==> src/rtl/free_play_fsm_if.sv <==
// free_play_fsm_if: keyboard-side inputs and
// tone-generator / logger-side outputs of free_play_fsm.
// Ports (master = keyboard side drives these):
//   start, stop   : arm / leave free-play mode (levels)
//   key_code[7:0] : currently held ASCII code
// Ports (slave = free_play_fsm drives these):
//   note[NOTE_W-1:0] : 0 = silence, i+1 = key i sounding
//   octave           : 1 = upper octave
//   playing, active  : tone count-enable, mode armed
//   note_done        : one-cycle pulse when a note ends
//   last_dur[DUR_W-1:0] : length of the finished note
interface free_play_fsm_if #(
  parameter int NOTE_W = 4,
  parameter int DUR_W  = 16
);
  logic              start;
  logic              stop;
  logic [7:0]        key_code;
  logic [NOTE_W-1:0] note;
  logic              octave;
  logic              playing;
  logic              active;
  logic              note_done;
  logic [DUR_W-1:0]  last_dur;

  modport master (
    output start, stop, key_code,
    input  note, octave, playing,
    input  active, note_done, last_dur
  );

  modport slave (
    input  start, stop, key_code,
    output note, octave, playing,
    output active, note_done, last_dur
  );
endinterface

==> src/rtl/free_play_fsm.sv <==
// free_play_fsm: free-play keyboard controller with
// release tail and per-note held-duration measurement.
// Ports: clk, reset (async, active-high), bus (slave
// modport of free_play_fsm_if: start/stop/key_code in,
// note/octave/playing/active/note_done/last_dur out).
// Optional: define FREE_PLAY_OCTAVE_EN to accept the
// uppercase key range as the upper octave.
module free_play_fsm #(
  parameter int NUM_KEYS = 8,
  parameter int KEY_BASE = 97,
  parameter int NOTE_W   = 4,
  parameter int MIN_HOLD = 4,
  parameter int DUR_W    = 16
) (
  input  logic           clk,
  input  logic           reset,
  free_play_fsm_if.slave bus
);

  localparam int HOLD_W =
    (MIN_HOLD > 2) ? $clog2(MIN_HOLD) : 1;
  localparam int HOLD_IV =
    (MIN_HOLD > 0) ? MIN_HOLD - 1 : 0;
  localparam logic [HOLD_W-1:0] HOLD_INIT =
    HOLD_W'(HOLD_IV);
  localparam logic [HOLD_W-1:0] HOLD_ONE =
    HOLD_W'(1);
  localparam logic [DUR_W-1:0] DUR_MAX = '1;
  localparam logic [DUR_W-1:0] DUR_ONE = DUR_W'(1);

  typedef enum logic [1:0] {
    S_IDLE,
    S_ARMED,
    S_PLAY,
    S_HOLD
  } state_t;

  state_t            state, state_n;
  logic [NOTE_W-1:0] note_q, note_n;
  logic              oct_q, oct_n;
  logic [DUR_W-1:0]  dur_q, dur_n;
  logic [DUR_W-1:0]  dur_inc;
  logic [HOLD_W-1:0] hold_q, hold_n;
  logic              done_q, done_n;
  logic [DUR_W-1:0]  last_q, last_n;
  logic              play_q, play_n;
  logic              act_q, act_n;

  int                kc;
  logic              hit;
  logic [NOTE_W-1:0] hit_note;
  logic              hit_oct;
  logic              same;
  logic              swap;

  // Key decode: lowercase range always, uppercase
  // range only with the octave build option.
  always_comb begin
    kc       = int'(bus.key_code);
    hit      = 1'b0;
    hit_note = '0;
    hit_oct  = 1'b0;
    if (kc >= KEY_BASE &&
        kc < KEY_BASE + NUM_KEYS) begin
      hit      = 1'b1;
      hit_note = NOTE_W'(kc - KEY_BASE + 1);
    end
`ifdef FREE_PLAY_OCTAVE_EN
    else if (kc >= KEY_BASE - 32 &&
             kc < KEY_BASE - 32 + NUM_KEYS) begin
      hit      = 1'b1;
      hit_note = NOTE_W'(kc - KEY_BASE + 33);
      hit_oct  = 1'b1;
    end
`endif
  end

  // A different octave of the same letter is a
  // different key, so it retriggers the note.
  assign same = hit &&
                (hit_note == note_q) &&
                (hit_oct == oct_q);
  assign swap = hit && !same;

  assign dur_inc = (dur_q == DUR_MAX) ?
                   dur_q : dur_q + DUR_ONE;

  always_comb begin
    state_n = state;
    note_n  = note_q;
    oct_n   = oct_q;
    dur_n   = dur_q;
    hold_n  = hold_q;
    done_n  = 1'b0;
    last_n  = last_q;
    if (bus.stop) begin
      state_n = S_IDLE;
      note_n  = '0;
      oct_n   = 1'b0;
      hold_n  = '0;
      if (state == S_PLAY ||
          state == S_HOLD) begin
        done_n = 1'b1;
        last_n = dur_q;
      end
    end else begin
      unique case (state)
        S_IDLE: begin
          if (bus.start)
            state_n = S_ARMED;
        end
        S_ARMED: begin
          if (hit) begin
            state_n = S_PLAY;
            note_n  = hit_note;
            oct_n   = hit_oct;
            dur_n   = DUR_ONE;
          end
        end
        S_PLAY: begin
          unique case (1'b1)
            same: dur_n = dur_inc;
            swap: begin
              done_n = 1'b1;
              last_n = dur_q;
              note_n = hit_note;
              oct_n  = hit_oct;
              dur_n  = DUR_ONE;
            end
            !hit: begin
              if (MIN_HOLD == 0) begin
                state_n = S_ARMED;
                done_n  = 1'b1;
                last_n  = dur_q;
                note_n  = '0;
                oct_n   = 1'b0;
              end else begin
                state_n = S_HOLD;
                hold_n  = HOLD_INIT;
                dur_n   = dur_inc;
              end
            end
            default: ;
          endcase
        end
        S_HOLD: begin
          unique case (1'b1)
            same: begin
              state_n = S_PLAY;
              dur_n   = dur_inc;
            end
            swap: begin
              state_n = S_PLAY;
              done_n  = 1'b1;
              last_n  = dur_q;
              note_n  = hit_note;
              oct_n   = hit_oct;
              dur_n   = DUR_ONE;
            end
            !hit: begin
              if (hold_q == '0) begin
                state_n = S_ARMED;
                done_n  = 1'b1;
                last_n  = dur_q;
                note_n  = '0;
                oct_n   = 1'b0;
              end else begin
                hold_n = hold_q - HOLD_ONE;
                dur_n  = dur_inc;
              end
            end
            default: ;
          endcase
        end
        default: state_n = S_IDLE;
      endcase
    end
    play_n = (state_n == S_PLAY) ||
             (state_n == S_HOLD);
    act_n  = (state_n != S_IDLE);
  end

  always_ff @(posedge clk or posedge reset) begin
    if (reset) begin
      state  <= S_IDLE;
      note_q <= '0;
      oct_q  <= 1'b0;
      dur_q  <= '0;
      hold_q <= '0;
      done_q <= 1'b0;
      last_q <= '0;
      play_q <= 1'b0;
      act_q  <= 1'b0;
    end else begin
      state  <= state_n;
      note_q <= note_n;
      oct_q  <= oct_n;
      dur_q  <= dur_n;
      hold_q <= hold_n;
      done_q <= done_n;
      last_q <= last_n;
      play_q <= play_n;
      act_q  <= act_n;
    end
  end

  // Without the octave option oct_q can only hold 0,
  // so the output is constant low.
  assign bus.note      = note_q;
  assign bus.octave    = oct_q;
  assign bus.playing   = play_q;
  assign bus.active    = act_q;
  assign bus.note_done = done_q;
  assign bus.last_dur  = last_q;

endmodule

==> src/flat_wrapper.sv <==
// flat-port wrapper written by rule: the top's interface ports become plain ports
module free_play_fsm_flat 
#(
  parameter int NUM_KEYS = 8,
  parameter int KEY_BASE = 97,
  parameter int NOTE_W   = 4,
  parameter int MIN_HOLD = 4,
  parameter int DUR_W    = 16
)
  (clk, reset, bus_start, bus_stop, bus_key_code, bus_note, bus_octave, bus_playing, bus_active, bus_note_done, bus_last_dur);
  free_play_fsm_if #(.NOTE_W(NOTE_W), .DUR_W(DUR_W)) bus_i ();
  input  logic clk;
  input  logic reset;
  input wire logic [$bits(bus_i.start)-1:0] bus_start;
  input wire logic [$bits(bus_i.stop)-1:0] bus_stop;
  input wire logic [$bits(bus_i.key_code)-1:0] bus_key_code;
  output wire logic [$bits(bus_i.note)-1:0] bus_note;
  output wire logic [$bits(bus_i.octave)-1:0] bus_octave;
  output wire logic [$bits(bus_i.playing)-1:0] bus_playing;
  output wire logic [$bits(bus_i.active)-1:0] bus_active;
  output wire logic [$bits(bus_i.note_done)-1:0] bus_note_done;
  output wire logic [$bits(bus_i.last_dur)-1:0] bus_last_dur;
  assign bus_i.start = bus_start;
  assign bus_i.stop = bus_stop;
  assign bus_i.key_code = bus_key_code;
  assign bus_note = bus_i.note;
  assign bus_octave = bus_i.octave;
  assign bus_playing = bus_i.playing;
  assign bus_active = bus_i.active;
  assign bus_note_done = bus_i.note_done;
  assign bus_last_dur = bus_i.last_dur;
  free_play_fsm #(.NUM_KEYS(NUM_KEYS), .KEY_BASE(KEY_BASE), .NOTE_W(NOTE_W), .MIN_HOLD(MIN_HOLD), .DUR_W(DUR_W)) u_core (.clk(clk), .reset(reset), .bus(bus_i));
endmodule
==> config.mk <==
export PLATFORM = sky130hd
export DESIGN_NAME = free_play_fsm_flat
export DESIGN_NICKNAME = d
export VERILOG_FILES = /design/src/rtl/free_play_fsm_if.sv /design/src/rtl/free_play_fsm.sv /design/src/flat_wrapper.sv
export SDC_FILE = /design/constraint.sdc
export NUM_CORES = 1
export LEC_CHECK = 0
export ABC_AREA = 1
export BUFFER_PORTS_ARGS = -buffer_cell sky130_fd_sc_hd__buf_2
export CAP_MARGIN = 20
export CORE_MARGIN = 2
export CORE_UTILIZATION = 45
export CTS_BUF_LIST = sky130_fd_sc_hd__clkbuf_16
export CTS_CLUSTER_SIZE = 24
export DETAILED_ROUTE_END_ITERATION = 6
export GPL_TIMING_DRIVEN = 0
export PLACE_DENSITY_LB_ADDON = 0.15
export SLEW_MARGIN = 25
export SYNTH_ARGS = -nofsm -noshare
export SYNTH_HDL_FRONTEND = slang
export SYNTH_SLANG_ARGS = --single-unit
==> constraint.sdc <==
create_clock -name clk -period 5.09 [get_ports clk]
set_clock_uncertainty 0.05 [all_clocks]
set_input_delay 0.2545 -clock clk [delete_from_list [all_inputs] [get_ports clk]]
set_output_delay 0.2545 -clock clk [all_outputs]
set_load 0.02 [all_outputs]
======== After elaboration in Yosys (flattened, before gate mapping) ========
Cells that the tools add are included.
operators by class
  equal/unequal tests ..................... 19
  reduce and logical (&&, ||, !) cells .... 19
  muxes and demuxes ....................... 51
  add/sub/neg operators ................... 4
  bitwise logic cells ..................... 2
  magnitude comparators ................... 2
operator list
  operator                                                                              number
  16-bit two-way mux                                                                    10
  16-bit one-hot mux with 3 select lines                                                3
  16-bit one-hot mux with 2 select lines                                                2
  4-bit two-way mux                                                                     6
  2-bit two-way mux                                                                     10
  16-bit by 1-bit adder with 16-bit output (second input constant)                      1
  16-bit equality test (second input constant)                                          1
  4-bit one-hot mux with 3 select lines                                                 1
  1-bit two-way mux                                                                     11
  5-bit AND reduction                                                                   2
  3-bit != test (second input constant)                                                 3
  2-bit equality test (second input constant)                                           4
  8-bit by 7-bit greater-or-equal comparator with 1-bit output (second input constant)  1
  8-bit by 7-bit less-than comparator with 1-bit output (second input constant)         1
  4-bit by 2-bit != test with 1-bit output (second input constant)                      2
  4-bit by 3-bit != test with 1-bit output (second input constant)                      2
  2-bit one-hot mux with 2 select lines                                                 2
  2-bit one-hot mux with 4 select lines                                                 1
  4-bit one-hot mux with 2 select lines                                                 1
  3-bit by 2-bit != test with 1-bit output (second input constant)                      2
  1-bit one-hot mux with 2 select lines                                                 3
  6-bit AND reduction                                                                   1
  3-bit nonzero test                                                                    2
  5-bit by 4-bit != test with 1-bit output (second input constant)                      1
  16 further kinds                                                                      24
storage, ports and cells
  register bits after elaboration ......... 44
  input bits .............................. 12
  output and inout port bits .............. 24

======== Longest topological paths before layout ========
Gate-level depths: netlist of run 1.
  depth in word-level cells ............... 14
  gate-level depth with buffers ........... 14

======== Worst setup path after synthesis of run 1 ========
Ideal clock, no wire load.
  path kind ............................... register to register
  from .................................... register u_core.dur_q[0]
  to ...................................... register u_core.dur_q[0]
  stages on the path, launching flop included .. 12
  data required time ...................... 4.923 ns
  buffers on the path ..................... 1
  arrival ................................. 1.700 ns
  library setup time ...................... 0.117 ns
  slack ................................... 3.223 ns
  cells stage by stage .................... dfrtp_1 -> ha_1 -> nand3_2 -> nor3_4 -> nand2_2 -> nor3_4 -> nand4_1 -> nor2_1 -> a21oi_1 -> buf_2 -> nand2_1 -> nand2_1
on the way
  cells in the longest elaborated chain, start to end .. 6
  elaborated cells between the ends (all ways) .. 9
  classes of those cells .................. 1 x add/sub; 1 x eq/ne; 7 x mux
RTL lines
  element                                                                                  RTL line                                  text
  from (decl)                                                                              free_play_fsm.sv:41                       logic [DUR_W-1:0] dur_q, dur_n;
  from (signal assigned)                                                                   free_play_fsm.sv:198                      dur_q <= dur_n;
  16-bit by 1-bit adder with 16-bit output / 16-bit equality test (equally long branches)  free_play_fsm.sv:86, free_play_fsm.sv:85
  16-bit two-way mux (*)                                                                   free_play_fsm.sv:85                       assign dur_inc = (dur_q == DUR_MAX) ?
  16-bit two-way mux                                                                       free_play_fsm.sv:161                      if (hold_q == '0) begin
  16-bit two-way mux                                                                       free_play_fsm.sv:147                      unique case (1'b1)
  16-bit one-hot mux with 3 select lines                                                   free_play_fsm.sv:147
  16-bit one-hot mux with 3 select lines (*)                                               free_play_fsm.sv:107                      unique case (state)
Every way passes the cells marked *; elsewhere a longest branch is shown, timed or not. The select of a mux whose other input is x is not followed.
A chain may end at the register's enable or synchronous reset.

======== Final worst setup path of run 1 ========
  from .................................... register u_core.dur_q[0]
  to ...................................... register u_core.dur_q[5]
The elaborated chain is that of the path after synthesis.

==> results.sh, run 1 <==
export IMPL_grt_overflow_total=0
export IMPL_outcome="finished clean"
export IMPL_cts_sinks=43
export IMPL_avgViaCountPerCell=4.82
export IMPL_fmax_ghz=0.445
export IMPL_slowest_stage_cell_on_the_critical_path="sky130_fd_sc_hd__dfrtp_1"
export IMPL_worst_setup_path_end_kind="flip-flop"
export IMPL_r2r_slack_ns=2.84
export IMPL_power_switching_share_pct=22.8
export IMPL_grt_total_usage_pct=18.2
export IMPL_route_detailed_wl_per_inst_um=11.3
export IMPL_clk_insertion_delay_late_ns=0.28
export IMPL_flow_area_growth_from_synthesis_pct=18.3
export IMPL_finalWeightedCongestion=0.840
export IMPL_post_route_min_period_ns=2.25
export IMPL_root_buffer="sky130_fd_sc_hd__clkbuf_16"
export IMPL_critPathBufInv=1
export IMPL_path_delay_family="simple AND/OR/NAND/NOR gates"
export IMPL_floorplan_die_area_mm2=0.00582
export IMPL_setup_repair_after_global_routing_missed_its_margin="false"
export IMPL_setup_worst_path_class="reg -> reg"
export IMPL_synth_ff_type="sky130_fd_sc_hd__dfrtp_1"
export IMPL_worst_endpoint_arrival_ns=2.37
export IMPL_async_reset_ff_share_pct=100
export IMPL_final_common_cell="sky130_fd_sc_hd__nand2_1"
export IMPL_postCtsSetupRepairBufs=0
export IMPL_synthesis_instances=306
export IMPL_cts_repair_resize_count=0
export IMPL_grt_first_pass_wirelength_um=8650
export IMPL_cts_tree="built"
export IMPL_number_of_enable_flip_flop_cells_after_synthesis=0
export IMPL_sequential_cell_area_mm2=0.00108
export IMPL_floorplan_rows=26
export IMPL_finalInstanceArea_mm2=0.00278
export IMPL_finalWorstSetupSlack_ns=2.84
export IMPL_leakagePower_nw=1.48
export IMPL_synthesis_nets=320
export IMPL_holdPathStages=3
export IMPL_dp_slack_ns=2.83
export IMPL_mostFrequentLayoutCells="sky130_fd_sc_hd__nand2_1, sky130_fd_sc_hd__dfrtp_1, sky130_fd_sc_hd__buf_2"
export IMPL_timing_rr_start="u_core.dur_q[0]"
export IMPL_maxCapViolations=0
export IMPL_post_route_period_util_pct=44.1
export IMPL_drt_pass1_iter_count=4
export IMPL_globalRouteMet2Util_pct=28.1
export IMPL_hold_viol_final=0
export IMPL_floorplan_core_area_mm2=0.00507
export IMPL_p_total_uw=703
export IMPL_drt_first_iter_violations=129
export IMPL_syn_area_mm2=0.00235
export IMPL_worst_ep_required_time_ns=5.21
export IMPL_placed_cell_area_mm2=0.00263
export IMPL_grt_met1_usage_pct=25.9
export IMPL_netlist_top_cells_area="sky130_fd_sc_hd__dfrtp_1, sky130_fd_sc_hd__nand2_1, sky130_fd_sc_hd__inv_1"
export IMPL_worst_slew_margin_rel_pct=61.2
export IMPL_num_vias=2024
export IMPL_wire_length_after_detailed_routing_um=4750
export IMPL_min_delay_worst_endpoint="u_core.bus.active"
export IMPL_starting_density_pct=46.3
export IMPL_yosysWarnings=0
export IMPL_filler_cell_count=511
export IMPL_gr_max_usage_layer="met2"
export IMPL_yosysTopAreaCellShare_pct=45.8
export IMPL_critical_path_cell_chain="ha_1, nand3_2, nor3_4, nand2_2, nor3_4, nand4_1, nor2_1, a21oi_1, buf_2, nand2_1, nand2_1"
export IMPL_worst_path_max_fanout=10
export IMPL_number_of_buffers_created_by_cts=5
export IMPL_finalSetupViolations=0
export IMPL_port_buffers=34
export IMPL_cts_htree_levels=2
export IMPL_final_max_slew_violation_count=0
export IMPL_synth_seq_area_share_pct=45.8
export IMPL_grt_met3_usage_pct=4.03
export IMPL_comb_power_share_pct=6.4
export IMPL_internal_power_uw=543
export IMPL_grt_antenna_before_repair=0
export IMPL_ir_drop_uv=156
export IMPL_final_layout_size_suffix_gt1_share_pct=18.9
export IMPL_dp_final_hpwl_um=3600
export IMPL_power_sequential_fraction_pct=50.5
export IMPL_worst_r2r_path_depth=11
export IMPL_slew_at_the_pin_with_the_worst_max_slew_slack_ns=0.582
export IMPL_ctsLongestPathBuffers=2
export IMPL_power_per_cell_area_mw_per_mm2=253
export IMPL_num_antenna_cells=0
export IMPL_ys_ff_latch=43
export IMPL_origin_of_the_worst_min_delay_path="bus_start"
export IMPL_reg2reg_to="u_core.dur_q[5]"
export IMPL_netlist_top_cell_by_area="sky130_fd_sc_hd__dfrtp_1"
export IMPL_synth_avg_cell_area_um2=7.68
export IMPL_io_pins=36
export IMPL_finish_net_count=363
export IMPL_timing_critical_path_slowest_cell_delay_ns=0.44
export IMPL_floorplan_die_width_um=76.3
export IMPL_crit_path_start_kind="flip-flop"
export IMPL_clock_power_share_pct=43.1
export IMPL_setup_tns_final_ns=0
export IMPL_die_h_um=76.3
export IMPL_power_net_switching_uw=160
export IMPL_multiInputGateArea_mm2=0.00108
export IMPL_vias_in_the_first_global_route=1878
export IMPL_postRouteAntennaNets=0
export IMPL_worst_hold_path_type="in -> reg"
export IMPL_cts_clk_slew_worst_paths_ns=0.06
export IMPL_post_route_drc_count=0
export IMPL_largest_net_degree_at_the_start_of_global_routing=27
export IMPL_synthDistinctLibCells=32
tightest hold or removal path: cells and delay by family:
| family | cells | cell delay [ns] |
|---|---|---|
| buffers and inverters | 2 | 0.14 |
| AO/OA/AOI/OAI | 1 | 0.07 |
worst max path at each step:
stage | start | to | slack [ns] | depth (start not counted)
after global placement | u_core.dur_q[0] | u_core.dur_q[7] | 2.86 | 11
final | u_core.dur_q[0] | u_core.dur_q[5] | 2.84 | 11
after CTS | u_core.dur_q[0] | u_core.dur_q[3] | 2.82 | 11
after global routing | u_core.dur_q[0] | u_core.dur_q[4] | 2.61 | 11
after detailed placement | u_core.dur_q[0] | u_core.dur_q[3] | 2.83 | 11
after floorplan | u_core.dur_q[0] | u_core.dur_q[0] | 3.22 | 11
synth_stat cells (4+ instances only):
cell type / instances
sky130_fd_sc_hd__dfrtp_1: 43
sky130_fd_sc_hd__inv_1: 33
sky130_fd_sc_hd__nand2_1: 109
sky130_fd_sc_hd__nand2_2: 4
sky130_fd_sc_hd__nand3_1: 14
sky130_fd_sc_hd__nand4_1: 11
sky130_fd_sc_hd__nor2_1: 25
sky130_fd_sc_hd__o21ai_0: 10
sky130_fd_sc_hd__o21ai_1: 9
sky130_fd_sc_hd__xor2_1: 11
layout make-up:
class,count,area share [%]
Buffer,9,2.25
Clock buffer,5,4.50
Clock inverter,3,0.585
Inverter,36,4.86
Multi-Input combinational cell,218,38.7
Sequential cell,43,38.7
Tap cell,70,3.15
Timing Repair Buffer,36,7.20
timing repair:
action,in CTS,in global routing
hold buffers,1,0
hold endpoints to repair,17,0
setup endpoints to repair,0,0
flip-flops by register name (all words and copies together), names as in the netlist:
| register | cells |
|---|---|
| u_core.bus.note_done | 1 |
| u_core.state | 2 |
| u_core.bus.playing | 1 |
| u_core.bus.last_dur | 16 |
| u_core.dur_q | 16 |
| u_core.bus.note | 4 |
| u_core.hold_q | 2 |
| u_core.bus.active | 1 |
power groups by stage:
stage	sequential (mW)	clock (mW)	combinational, mW
final	0.355	0.303	0.0453
after detailed placement	0.361	0	0.0457
after CTS	0.355	0.311	0.0463
after floorplan	0.363	0	0.0258
after global routing	0.356	0.326	0.0527
after global placement	0.361	0	0.0432
cells by family (layout without fill, tap and decap cells):
kind of cell / count (synthesis) / in the layout / share of synthesized area, %
xor gates and xnor gates: 13 / 13 / 4.85
AOI/OAI and AO/OA: 27 / 27 / 6.55
adders and majority gates: 2 / 2 / 1.06
other: 1 / 1 / 0.160
DFF: 43 / 43 / 45.8
and+or+nand+nor: 175 / 175 / 33.2
buffers and inverters: 45 / 89 / 8.41
through the flow:
step / util (%) / instances / hold slack, ns
after global routing: 54.8 / 420 / 0.218
after global placement: 51.4 / 410 / 0.410
after CTS: 54.8 / 420 / 0.172
final: 54.8 / 420 / 0.173
after floorplan: - / 306 / 0.347
after detailed placement: 51.8 / 411 / 0.215
routing by layer:
layer	vias to the layer above	share of wire, %
li1	1049	-
met1	940	52
met2	29	43
met3	6	3.3
met4	0	1.4
met5	-	0
Note: power is estimated with default switching activity, not from simulation.
==> run 2, diff against run 1 <==
--- a/config.mk
+++ b/config.mk
@@ -5,7 +5,7 @@
 export SDC_FILE = /design/constraint.sdc
 export NUM_CORES = 1
 export LEC_CHECK = 0
-export ABC_AREA = 1
+export ABC_AREA = 0
 export BUFFER_PORTS_ARGS = -buffer_cell sky130_fd_sc_hd__buf_2
 export CAP_MARGIN = 20
 export CORE_MARGIN = 2
==> constraint.sdc (replaced) <==
create_clock -name clk -period 2.3 [get_ports clk]
set_clock_uncertainty 0.05 [all_clocks]
set_input_delay 0.115 -clock clk [delete_from_list [all_inputs] [get_ports clk]]
set_output_delay 0.115 -clock clk [all_outputs]
set_load 0.02 [all_outputs]
==> results.sh, run 2 <==
export IMPL_drt_first_iter_violations=68
export IMPL_final_instance_count_excl_fill=336
export IMPL_netlist_top_cells_area="sky130_fd_sc_hd__dfrtp_1, sky130_fd_sc_hd__mux2_4, sky130_fd_sc_hd__mux2_2"
export IMPL_netlist_top_cell_by_area="sky130_fd_sc_hd__dfrtp_1"
export IMPL_synth_mux_area_share_pct=9.57
export IMPL_yosysTopAreaCellShare_pct=46.0
export IMPL_cts_tree="built"
export IMPL_num_vias=1849
export IMPL_placed_cell_area_mm2=0.00262
export IMPL_number_of_buffers_created_by_cts=5
export IMPL_clk_insertion_delay_late_ns=0.28
export IMPL_timing_rr_start="u_core.bus.note[3]"
export IMPL_slew_at_the_pin_with_the_worst_max_slew_slack_ns=0.592
export IMPL_floorplan_core_area_mm2=0.00507
export IMPL_r2r_slack_ns=0.04
export IMPL_worst_r2r_path_depth=8
export IMPL_yosysWarnings=0
export IMPL_grt_first_pass_wirelength_um=8140
export IMPL_synth_simple_gate_area_share_pct=19.7
export IMPL_root_buffer="sky130_fd_sc_hd__clkbuf_16"
export IMPL_reg2reg_to="u_core.bus.last_dur[4]"
export IMPL_cts_sinks=43
export IMPL_grt_antenna_before_repair=0
export IMPL_worst_hold_path_type="in -> reg"
export IMPL_maxCapViolations=0
export IMPL_worst_setup_path_end_kind="flip-flop"
export IMPL_finalSetupViolations=0
export IMPL_final_max_slew_violation_count=0
export IMPL_async_reset_ff_share_pct=100
export IMPL_number_of_enable_flip_flop_cells_after_synthesis=0
export IMPL_dp_cells=319
export IMPL_worst_path_max_fanout=7
export IMPL_finalWeightedCongestion=0.850
export IMPL_avgViaCountPerCell=5.50
export IMPL_dp_final_hpwl_um=3320
export IMPL_setup_worst_path_end="u_core.bus.last_dur[4]"
export IMPL_post_route_drc_count=0
export IMPL_power_per_cell_area_mw_per_mm2=596
export IMPL_timing_critical_path_from="u_core.bus.note[3]"
export IMPL_port_buffers=32
export IMPL_mostFrequentLayoutCells="sky130_fd_sc_hd__dfrtp_1, sky130_fd_sc_hd__buf_2, sky130_fd_sc_hd__nor2_1"
export IMPL_synth_ff_type="sky130_fd_sc_hd__dfrtp_1"
export IMPL_flow_area_growth_from_synthesis_pct=24.9
export IMPL_floorplan_die_width_um=76.1
export IMPL_wire_length_after_detailed_routing_um=4830
export IMPL_starting_density_pct=46.1
export IMPL_grt_total_usage_pct=17.2
export IMPL_cts_clk_slew_worst_paths_ns=0.06
export IMPL_ctsLongestPathBuffers=2
export IMPL_final_layout_size_suffix_gt1_share_pct=35.0
export IMPL_ir_drop_uv=483
export IMPL_floorplan_die_area_mm2=0.00580
export IMPL_syn_area_mm2=0.00234
export IMPL_leakagePower_nw=1.33
export IMPL_internal_power_mw=1.35
export IMPL_num_antenna_cells=0
export IMPL_worst_endpoint_arrival_ns=2.38
export IMPL_post_route_min_period_ns=2.26
export IMPL_finish_net_count=279
export IMPL_floorplan_rows=26
export IMPL_grt_overflow_total=0
export IMPL_comb_power_share_pct=8.0
export IMPL_drt_pass1_iter_count=4
export IMPL_synthDistinctLibCells=62
export IMPL_io_pins=36
export IMPL_synth_compound_area_share_pct=15.8
export IMPL_crit_path_start_kind="flip-flop"
export IMPL_synthesis_instances=216
export IMPL_clock_power_share_pct=45.8
export IMPL_largest_net_degree_at_the_start_of_global_routing=25
export IMPL_die_h_um=76.1
export IMPL_final_common_cell="sky130_fd_sc_hd__dfrtp_1"
export IMPL_synthXorXnorAreaFrac_pct=1.50
export IMPL_power_sequential_fraction_pct=46.2
export IMPL_ys_ff_latch=43
export IMPL_worst_slew_margin_rel_pct=60.5
export IMPL_fmax_ghz=0.442
export IMPL_vias_in_the_first_global_route=1670
export IMPL_power_switching_share_pct=22.2
export IMPL_hold_viol_final=0
export IMPL_synth_most_common_cell="sky130_fd_sc_hd__dfrtp_1"
export IMPL_cts_htree_levels=2
export IMPL_synth_top_family_by_area="simple AND/OR/NAND/NOR gates"
export IMPL_synth_commonest_cells="sky130_fd_sc_hd__dfrtp_1, sky130_fd_sc_hd__nor2_1, sky130_fd_sc_hd__nand3_1"
export IMPL_setup_worst_path_class="reg -> reg"
export IMPL_synth_area_in_adders_pct=1.07
export IMPL_power_net_switching_uw=386
export IMPL_finish_utilization_pct=57.6
export IMPL_finalInstanceArea_mm2=0.00292
export IMPL_post_route_period_util_pct=98.3
export IMPL_worst_ep_required_time_ns=2.42
export IMPL_synthesis_nets=230
export IMPL_synth_seq_area_share_pct=46.0
export IMPL_route_detailed_wl_per_inst_um=14.4
export IMPL_outcome="finished clean"
export IMPL_synth_avg_cell_area_um2=10.8
export IMPL_postRouteAntennaNets=0
[run 2: cell count changes in the layout (fill, tap and decap cells not counted), sizes merged, moves of 4 or more]
cell,delta
a21oi,+9
and3,+7
inv,-24
mux2,+16
nand2,-105
nand3,-4
nand4,-6
nor2,-12
o211ai,+4
o21ai,-11
or4,+6
xor2,-10
[run 2: through the flow]
step / hold WS, ns / worst slack, ns / TNS, ns / total power [mW]
finish: 0.0728 / 0.0391 / 0 / 1.74
global route: 0.135 / -0.0163 / -0.0943 / 1.82
CTS: 0.0691 / 0.000890 / 0 / 1.76
detailed placement: 0.103 / -0.0900 / -0.813 / 0.947
global placement: 0.294 / -0.0953 / -0.820 / 0.940
floorplan: 0.238 / 0.0845 / 0 / 0.899
[run 2: worst min path at each step]
stage	to	depth (start not counted)	slack, ns	start
after CTS	u_core.bus.active	3	0.07	bus_start
after global placement	u_core.bus.note[2]	2	0.29	bus_stop
after floorplan	u_core.bus.note[0]	2	0.24	bus_key_code[0]
final	u_core.bus.active	3	0.07	bus_start
after global routing	u_core.bus.active	3	0.14	bus_start
after detailed placement	u_core.bus.last_dur[9]	2	0.10	reset
[run 2: power groups by stage]
stage / logic (mW) / clock network, mW / registers (mW)
after CTS: 0.136 / 0.818 / 0.802
after detailed placement: 0.131 / 0 / 0.816
final: 0.139 / 0.798 / 0.804
after global placement: 0.124 / 0 / 0.816
after global routing: 0.157 / 0.850 / 0.809
after floorplan: 0.0767 / 0 / 0.822
[run 2: area by class of cell]
cell class | count | area, um^2
timing repair buffer | 42 | 303
inverter | 12 | 45.0
multi-input combinational | 152 | 1140
buffer | 9 | 100
fill | 449 | 2150
sequential | 43 | 1080
clock inverter | 3 | 42.5
tap | 70 | 87.6
clock buffer | 5 | 125
[run 2: what timing repair did]
action | in CTS | in global routing
endpoints found under the setup margin | 10 | 23
resized for setup | 2 | 6
hold buffers | 2 | 0
endpoints found under the hold margin | 21 | 0
setup buffers | 3 | 3
pin swaps | 2 | 2
cloned | 0 | 1
[run 2: cells by family after synthesis]
group	count (synthesis)
AO/OA/AOI/OAI	48
buffers and inverters	21
AND/OR/NAND/NOR	80
other	1
adder cells (fa/ha/maj)	2
multiplexers	17
XOR/XNOR	4
flip-flops	43
[run 2: layer usage]
metal / wire, um / share of wire [%] / vias up / global-route usage [%]
met5: 0 / 0 / - / 0
met4: 63 / 1.3 / 0 / 4.91
met3: 229 / 4.7 / 7 / 4.38
met2: 2020 / 42 / 46 / 24.7
met1: 2520 / 52 / 891 / 25.8
li1: - / - / 905 / -
[run 2: worst max-delay path, stage by stage, from the launching register on]
cell	delay (ns)
sky130_fd_sc_hd__dfrtp_2	0.44
sky130_fd_sc_hd__or4_1	0.40
sky130_fd_sc_hd__nand3_1	0.09
sky130_fd_sc_hd__o211ai_1	0.16
sky130_fd_sc_hd__a22o_2	0.28
sky130_fd_sc_hd__a21oi_4	0.14
sky130_fd_sc_hd__buf_12	0.14
sky130_fd_sc_hd__buf_12	0.11
sky130_fd_sc_hd__mux2_2	0.33
